`src/rtl/serial_pkg.sv`:
```
// Shared definitions for the serial (UART) blocks: state encoding and baud default.
package serial_pkg;

  // Clock cycles per serial bit at 50 MHz / 500 kbaud.
  localparam int DEFAULT_CLK_PER_BIT = 100;

  // Transmitter state encoding.
  localparam logic [1:0] ST_IDLE  = 2'd0;
  localparam logic [1:0] ST_START = 2'd1;
  localparam logic [1:0] ST_DATA  = 2'd2;
  localparam logic [1:0] ST_STOP  = 2'd3;

  typedef enum logic [1:0] {
    IDLE  = ST_IDLE,
    START = ST_START,
    DATA  = ST_DATA,
    STOP  = ST_STOP
  } state_t;

endpackage

```
`src/rtl/sync_2ff.sv`:
```
// 1-bit two-flop synchroniser for asynchronous control inputs; clears to 0 on reset.
module sync_2ff (
  input  logic clk,
  input  logic rst,
  input  logic d,
  output logic q
);

  logic meta_q;
  logic sync_q;
  logic meta_d;
  logic sync_d;

  // Next values: the first flop captures the raw input, the second retimes it.
  always_comb begin
    meta_d = d;
    sync_d = meta_q;
  end

  // Synchroniser flops with synchronous reset.
  always_ff @(posedge clk) begin
    if (rst) begin
      meta_q <= 1'b0;
      sync_q <= 1'b0;
    end else begin
      meta_q <= meta_d;
      sync_q <= sync_d;
    end
  end

  assign q = sync_q;

endmodule

```
`src/rtl/serial_tx.sv`:
```
// 8N1 UART transmitter with flow control from the AVR Rx-buffer-full flag.
// A strobe is taken when idle and not busy, or on the final cycle of a stop bit
// (when the line is free of block), which lets frames run back to back with no
// idle gap. tx and busy are registered and change on the edge that takes the strobe.
module serial_tx
  import serial_pkg::*;
#(
  parameter int CLK_PER_BIT = DEFAULT_CLK_PER_BIT
) (
  input  logic       clk,
  input  logic       rst,
  input  logic       block,
  input  logic [7:0] data,
  input  logic       new_data,
  output logic       busy,
  output logic       tx
);

  localparam int CTR_SIZE = $clog2(CLK_PER_BIT);
  localparam logic [CTR_SIZE-1:0] TIMER_LAST = CTR_SIZE'(CLK_PER_BIT - 1);

  state_t              state_q, state_d;
  logic [CTR_SIZE-1:0] timer_q, timer_d;
  logic [2:0]          bit_idx_q, bit_idx_d;
  logic [7:0]          shift_q, shift_d;
  logic                tx_q, tx_d;
  logic                busy_q, busy_d;
  logic                block_s;
  logic                bit_done;

  sync_2ff u_block_sync (
    .clk (clk),
    .rst (rst),
    .d   (block),
    .q   (block_s)
  );

  // Next-state, bit timer, shift register and registered-output logic.
  always_comb begin
    state_d   = state_q;
    timer_d   = timer_q;
    bit_idx_d = bit_idx_q;
    shift_d   = shift_q;
    bit_done  = (timer_q == TIMER_LAST);

    case (state_q)
      IDLE: begin
        timer_d = '0;
        if (new_data && !busy_q) begin
          shift_d   = data;
          bit_idx_d = '0;
          state_d   = START;
        end
      end
      START: begin
        if (bit_done) begin
          timer_d   = '0;
          bit_idx_d = '0;
          state_d   = DATA;
        end else begin
          timer_d = timer_q + CTR_SIZE'(1);
        end
      end
      DATA: begin
        if (bit_done) begin
          timer_d = '0;
          if (bit_idx_q == 3'd7) begin
            state_d = STOP;
          end else begin
            bit_idx_d = bit_idx_q + 3'd1;
          end
        end else begin
          timer_d = timer_q + CTR_SIZE'(1);
        end
      end
      STOP: begin
        if (bit_done) begin
          timer_d = '0;
          // Last stop cycle: a strobe here starts the next frame with no gap.
          if (new_data && !block_s) begin
            shift_d   = data;
            bit_idx_d = '0;
            state_d   = START;
          end else begin
            state_d = IDLE;
          end
        end else begin
          timer_d = timer_q + CTR_SIZE'(1);
        end
      end
      default: begin
        state_d = IDLE;
        timer_d = '0;
      end
    endcase

    // Line level follows the state being entered so tx is glitch-free from a flop.
    case (state_d)
      START:   tx_d = 1'b0;
      DATA:    tx_d = shift_d[bit_idx_d];
      default: tx_d = 1'b1;
    endcase

    busy_d = (state_d != IDLE) | block_s;
  end

  // Control state and output registers; reset aborts any frame in flight.
  always_ff @(posedge clk) begin
    if (rst) begin
      state_q   <= IDLE;
      timer_q   <= '0;
      bit_idx_q <= '0;
      tx_q      <= 1'b1;
      busy_q    <= 1'b1;
    end else begin
      state_q   <= state_d;
      timer_q   <= timer_d;
      bit_idx_q <= bit_idx_d;
      tx_q      <= tx_d;
      busy_q    <= busy_d;
    end
  end

  // Payload shift register; only meaningful once a byte has been taken.
  always_ff @(posedge clk) begin
    shift_q <= shift_d;
  end

  assign tx   = tx_q;
  assign busy = busy_q;

endmodule

```
`config.mk`:
```
export PLATFORM = sky130hd
export DESIGN_NAME = serial_tx
export DESIGN_NICKNAME = d
export VERILOG_FILES = /design/src/rtl/serial_pkg.sv /design/src/rtl/sync_2ff.sv /design/src/rtl/serial_tx.sv
export SDC_FILE = /design/constraint.sdc
export NUM_CORES = 1
export LEC_CHECK = 0
export ABC_AREA = 1
export BUFFER_PORTS_ARGS = -buffer_cell sky130_fd_sc_hd__buf_2
export CORE_ASPECT_RATIO = 0.7
export CORE_MARGIN = 4
export CORE_UTILIZATION = 35
export DETAILED_ROUTE_END_ITERATION = 8
export MAX_ROUTING_LAYER = met4
export PLACE_DENSITY_LB_ADDON = 0.12
export SLEW_MARGIN = 20
export SYNTH_ARGS = -nofsm -noshare
export SYNTH_HDL_FRONTEND = slang
export SYNTH_SLANG_ARGS = --single-unit
```
`constraint.sdc`:
```
create_clock -name clk -period 2.05 [get_ports clk]
set_input_delay 0.1025 -clock clk [delete_from_list [all_inputs] [get_ports clk]]
set_output_delay 0.1025 -clock clk [all_outputs]
set_load 0.03 [all_outputs]
```
Word-level counts from Yosys, hierarchy flattened:

Index checks and enable logic that the tools add are counted.

* $add $sub $neg: 2
* order comparisons: 1
* eq/ne operators: 7
* muxes and demuxes: 23
* bitwise logic cells: 1
* reductions and logical operators: 7

Operator list (number)
* $mux 8: 3
* $mux 3: 6
* $pmux 8 s2: 1
* $pmux 7 s2: 1
* $pmux 3 s4: 1
* $mux 2: 5
* $pmux 2 s4: 1
* $add 7x1->7 const B: 1
* $eq 7x7->1 const B: 1
* $mux 7: 1
* $eq 2x2->1 const B: 3
* $eq 2x1->1 const B: 2
* $lt 3x4->1 const B: 1
* $add 3x1->3 const B: 1
* $bmux 1 s3: 1
* $eq 3x3->1 const B: 1
* $reduce_or 3->1: 1
* $logic_and 1x1->1: 2
* $logic_not 1->1: 2
* $logic_not 2->1: 1
* $mux 1: 2
* $pmux 1 s2: 1
* $reduce_bool 2->1: 1
* $or 1x1->1: 1

* register bits: 24
* input port bits: 12
* output and inout bits: 2
* logic and storage cells: 49

Logic depth before layout (Yosys ltp):

* depth after elaboration: 8
* depth in mapped cells: 15
* gate-level depth less buffers: 15

Modules after synthesis:

From an unflattened synthesis, not the netlist that was laid out.

* cells, all modules: 193
* area, all modules: 1348.8 um2

By module, submodules not included
* serial_tx: times used 1, cells each 187, area each 1293.7 um2, sequential area each 440.4 um2
* sync_2ff: times used 1, cells each 6, area each 55.1 um2, sequential area each 40.0 um2

Least setup slack after synthesis:

Ideal clock, no wire load.

* path type: reg2reg
* from: reg state_q[0]
* to: reg tx_q, in the netlist tx
* data arrival time: 1652 ps
* required time: 1930 ps
* path slack: 279 ps
* cell stages (with the launch flop): 15
* buffers on the path: 0
* period minus slack after synthesis: 1771 ps
* path through: dfxtp_1 > inv_1 > ha_1 > inv_1 > nor2_1 > nor2_1 > nand2_4 > nand2_1 > nand2_2 > nand3_1 > nand3_1 > nand3_1 > nand2_1 > nand2_1 > nand3_2

* longest elaborated chain between the ends: 5
* elaborated cells on any way between the ends: 17
* classes of those cells: eq/ne: 5; mux: 11; reduce/logical: 1

RTL lines
* start: declaration: line serial_tx.sv:22 `state_t state_q, state_d;`
* start signal: assignment: line serial_tx.sv:116 `state_q <= state_d;`
* $eq 2x2->1 or $logic_not 2->1 (tied branches): line serial_tx.sv:46 `case (state_q)`
* $pmux 8 s2 (*): line serial_tx.sv:46
* named net shift_d[5]: line serial_tx.sv:25 `logic [7:0] shift_q, shift_d;`
* $bmux 1 s3 (*): line serial_tx.sv:100 `DATA: tx_d = shift_d[bit_idx_d];`
* $mux 1 (implied by the code) (*): line serial_tx.sv:100
* $pmux 1 s2 (*): line serial_tx.sv:98 `case (state_d)`
* end signal: assignment: line serial_tx.sv:119 `tx_q <= tx_d;`
* end: declaration: line serial_tx.sv:26 `logic tx_q, tx_d;`

The timed path passes the listed nets; every way through them passes the cells marked *. The select of a mux whose other input is x is not followed.
A chain may end at the register's enable or synchronous reset.

Final worst setup path:

* from: reg bit_idx_q[0]
* to: reg tx_q, in the netlist tx

* longest elaborated chain between the ends: 7
* elaborated cells on any way between the ends: 17
* classes of those cells: add/sub: 1; eq/ne: 3; mux: 13

RTL lines
* start: declaration: line serial_tx.sv:24 `logic [2:0] bit_idx_q, bit_idx_d;`
* start signal: assignment: line serial_tx.sv:118 `bit_idx_q <= bit_idx_d;`
* $add 3x1->3 or $eq 3x3->1 (tied branches): line serial_tx.sv:70, serial_tx.sv:67
* $mux 3: line serial_tx.sv:67 `if (bit_idx_q == 3'd7) begin`
* $mux 3: line serial_tx.sv:65 `if (bit_done) begin`
* $pmux 3 s4: line serial_tx.sv:46
* $bmux 1 s3: line serial_tx.sv:100
* $mux 1 (implied by the code): line serial_tx.sv:100
* $pmux 1 s2 (*): line serial_tx.sv:98

Mark *: on every way between the ends. The rest lies on a longest branch, timed or not. The select of a mux whose other input is x is not followed.

==> summary.md <==
| Metric | Value |
|---|---|
| Sink count of the clock tree | 24 |
| Shortest clock period the worst path allows after layout | 1.894 ns |
| Kind of end point of the critical path | register |
| Half-perimeter wire length after detailed placement | 2358 um |
| Bufs on Longest Clock Path | 2 |
| Maximum number of pins on one net before global-route repair | 14 |
| Number of buffers added by the clock tree synthesis step | 3 |
| Clock Power Share | 23.1% |
| Syn Nets | 212 |
| Number of antenna violations at the first check in global routing | 0 |
| Port buffer count | 13 |
| Number of maximum-capacitance violations | 0 |
| FF+latch count, synth | 24 |
| Hold_buf cts | 0 |
| Maximum clock frequency | 527.9 MHz |
| Final routed wirelength across all metal layers | 3049 um |
| Root buffer cell | sky130_fd_sc_hd__clkbuf_8 |
| Worst-margin pin slew | 0.6290 ns |
| Most frequent cells in the layout | sky130_fd_sc_hd__nand2_1, sky130_fd_sc_hd__nand3_1, sky130_fd_sc_hd__inv_1 |
| CTS tree | yes |
| Multi-input gate area | 807.0 um2 |
| Power per cell area | 844.8 nW/um2 |
| Initial Utilization | 37.30% |
| Via count of the first global-routing pass | 1160 |
| Slew Limit Fails | 0 |
| Arrival time at the worst endpoint | 2.05 ns |
| Part of the Yosys area used for sequential elements | 35.52% |
| CTS H-tree depth | 1 |
| Die outline height | 60.01 um |
| Number of nets in the layout | 235 |
| Standard cell core area | 3626 um2 |
| Setup crit start kind | register |
| Commonest non-fill, non-tap cell in the layout | sky130_fd_sc_hd__nand2_1 |
| Max rail drop VDD | 401.9 uV |
| Share of layout cells above drive strength 1 | 23.61% |
| Critical-path maximum fanout | 5 |
| Sequential fraction of design power | 41.7% |
| Class of the most critical hold timing path | input port to register |
| Final-report setup violation count | 0 |
| Sum Neg Setup Slack | 0 ns |
| Die width | 82.30 um |
| Post-layout utilization of the core | 44.96% |
| Leakage power summed over all cells | 0.7113 nW |
| Setup CP Type | register to register |
| Share of total power in combinational logic | 35.2% |
| Global-route usage over all layers | 14.18% |
| Cell-internal power | 886.0 uW |
| Largest clock skew in the final design | 0.003502 ns |
| FP Rows | 18 |
| Max-slew headroom | 57.62% |
| Clock-pin slew on the worst setup and hold paths | 0.08 ns |
| Final Hold Violating Endpoints | 0 |
| First drt pass iteration count | 4 |
| # diodes | 0 |
| Number of filler instances in the final layout | 376 |
| Result of the run | completed |
| First-pass GRT wire length | 5230 um |
| Remaining antenna violation count | 0 |
| Instance count of the mapped netlist | 194 |
| Count of boundary I/O pins | 14 |
| Layout overhead on the synthesized area | 20.54% |
| Post-DR wirelength/cell | 11.46 um |
| Crit path largest cell delay | 0.33 ns |
| Crit path required time | 2.21 ns |
| Cell-by-cell trace of the critical path | ha_1, nand2_1, xor2_1, nand2_1, nand3_1, nand4_1, nand3_1, nand3_1, nand3_1, nand2_1, nand2_1, nand3_2 |
| Routability cong. | 0.9535 |
| Share of the clock period used by the worst path | 92.41% |
| Count of cell types in the netlist | 25 |
| Global route overflow | 0 |
| Slowest cell on the critical path | sky130_fd_sc_hd__dfxtp_1 |
| Syn. warnings | 0 |
| Area of the mapped netlist | 1353 um2 |
| Clk Latency, worst-skew pair | 0.26 ns |
| Mapped Avg Cell Area | 6.972 um2 |
| Total die area | 4939 um2 |
| Footprint of the flip-flops and latches | 483.0 um2 |
| Average vias per placed instance | 4.767 |
| Sw frac | 35.67% |
| Post-route DRC | 0 |
| Switching pwr | 491.2 uW |
| Vias post-DR | 1268 |
| DRT iter0 DRCs | 77 |
==> per-stage QoR <==
stage	total power [mW]	cell area, um2	hold slack (ns)	std cells	setup slack, ns
after CTS	1.352	1562	0.03033	264	0.06877
after detailed placement	1.031	1506	0.3095	260	0.09402
after global routing	1.482	1630	0.04709	266	-0.0005256
after floorplan	0.9067	1353	0.2095	194	0.2787
final	1.377	1630	0.03272	266	0.1557
after global placement	1.035	1506	0.3066	260	0.1328
==> path summary, 6_finish.rpt <==
path,slack (ns),cells after the start,from,endpoint
hold reg to reg,0.41,2,u_block_sync.meta_q,u_block_sync.q
hold / removal,0.03,3,block,u_block_sync.meta_q
setup / recovery,0.16,12,bit_idx_q[0],tx
setup reg to reg,0.16,12,bit_idx_q[0],tx
==> cell families after synthesis <==
group	share of synthesized area, %
buf+inv	8.326
fa+ha+maj	5.550
simple gates	40.80
xor+xnor	1.943
compound gates	7.863
flops	35.52
==> what timing repair did <==
item,in CTS,in global routing
setup endpoints to repair,0,1
resized for setup,0,16
setup buffers,0,2
==> sequential cells by signal, indices dropped and copies added (netlist names) <==
signal               cells
u_block_sync.meta_q      1
state_q                  2
busy                     1
bit_idx_q                3
u_block_sync.q           1
tx                       1
timer_q                  7
shift_q                  8
==> Yosys cell counts (all sizes together) <==
cell type	n	area, um2
nand2	49	198.9
nand3	39	222.7
inv	29	108.9
dfxtp	24	480.5
nor2	23	96.35
o21ai	7	46.29
a21oi	6	41.29
ha	6	75.07
nand4	3	18.77
nor3b	2	15.01
o22ai	2	18.77
xor2	2	17.52
clkbuf	1	3.750
xnor2	1	8.760
==> per-layer routing <==
metal / track usage (%) / up-vias / share of wire, %
met5: - / - / 0
met4: 2.133 / 0 / 0.36
met3: 3.614 / 2 / 7.7
met2: 20.09 / 41 / 41
met1: 20.47 / 557 / 51
li1: - / 668 / -
==> worst max-delay path: cells and delay by family (launching register included) <==
family | cells | cell delay [ns]
xor+xnor | 1 | 0.16
fa+ha+maj | 1 | 0.22
flops | 1 | 0.33
simple gates | 10 | 1.07
==> area by class of cell <==
cell class	instances	share of cell area, %
clock buffer	4	3.377
inverter	29	6.677
multi-input combinational	140	49.50
sequential	24	29.62
tap	50	3.837
timing repair buffer	19	6.984
==> power by group through the flow <==
stage | Combinational, mW | Sequential, mW | Clock, mW
global route | 0.552 | 0.584 | 0.345
CTS | 0.454 | 0.568 | 0.329
finish | 0.484 | 0.575 | 0.318
global placement | 0.454 | 0.581 | 0
floorplan | 0.305 | 0.601 | 0
detailed placement | 0.453 | 0.579 | 0
Note: power is estimated with default switching activity, not from simulation.
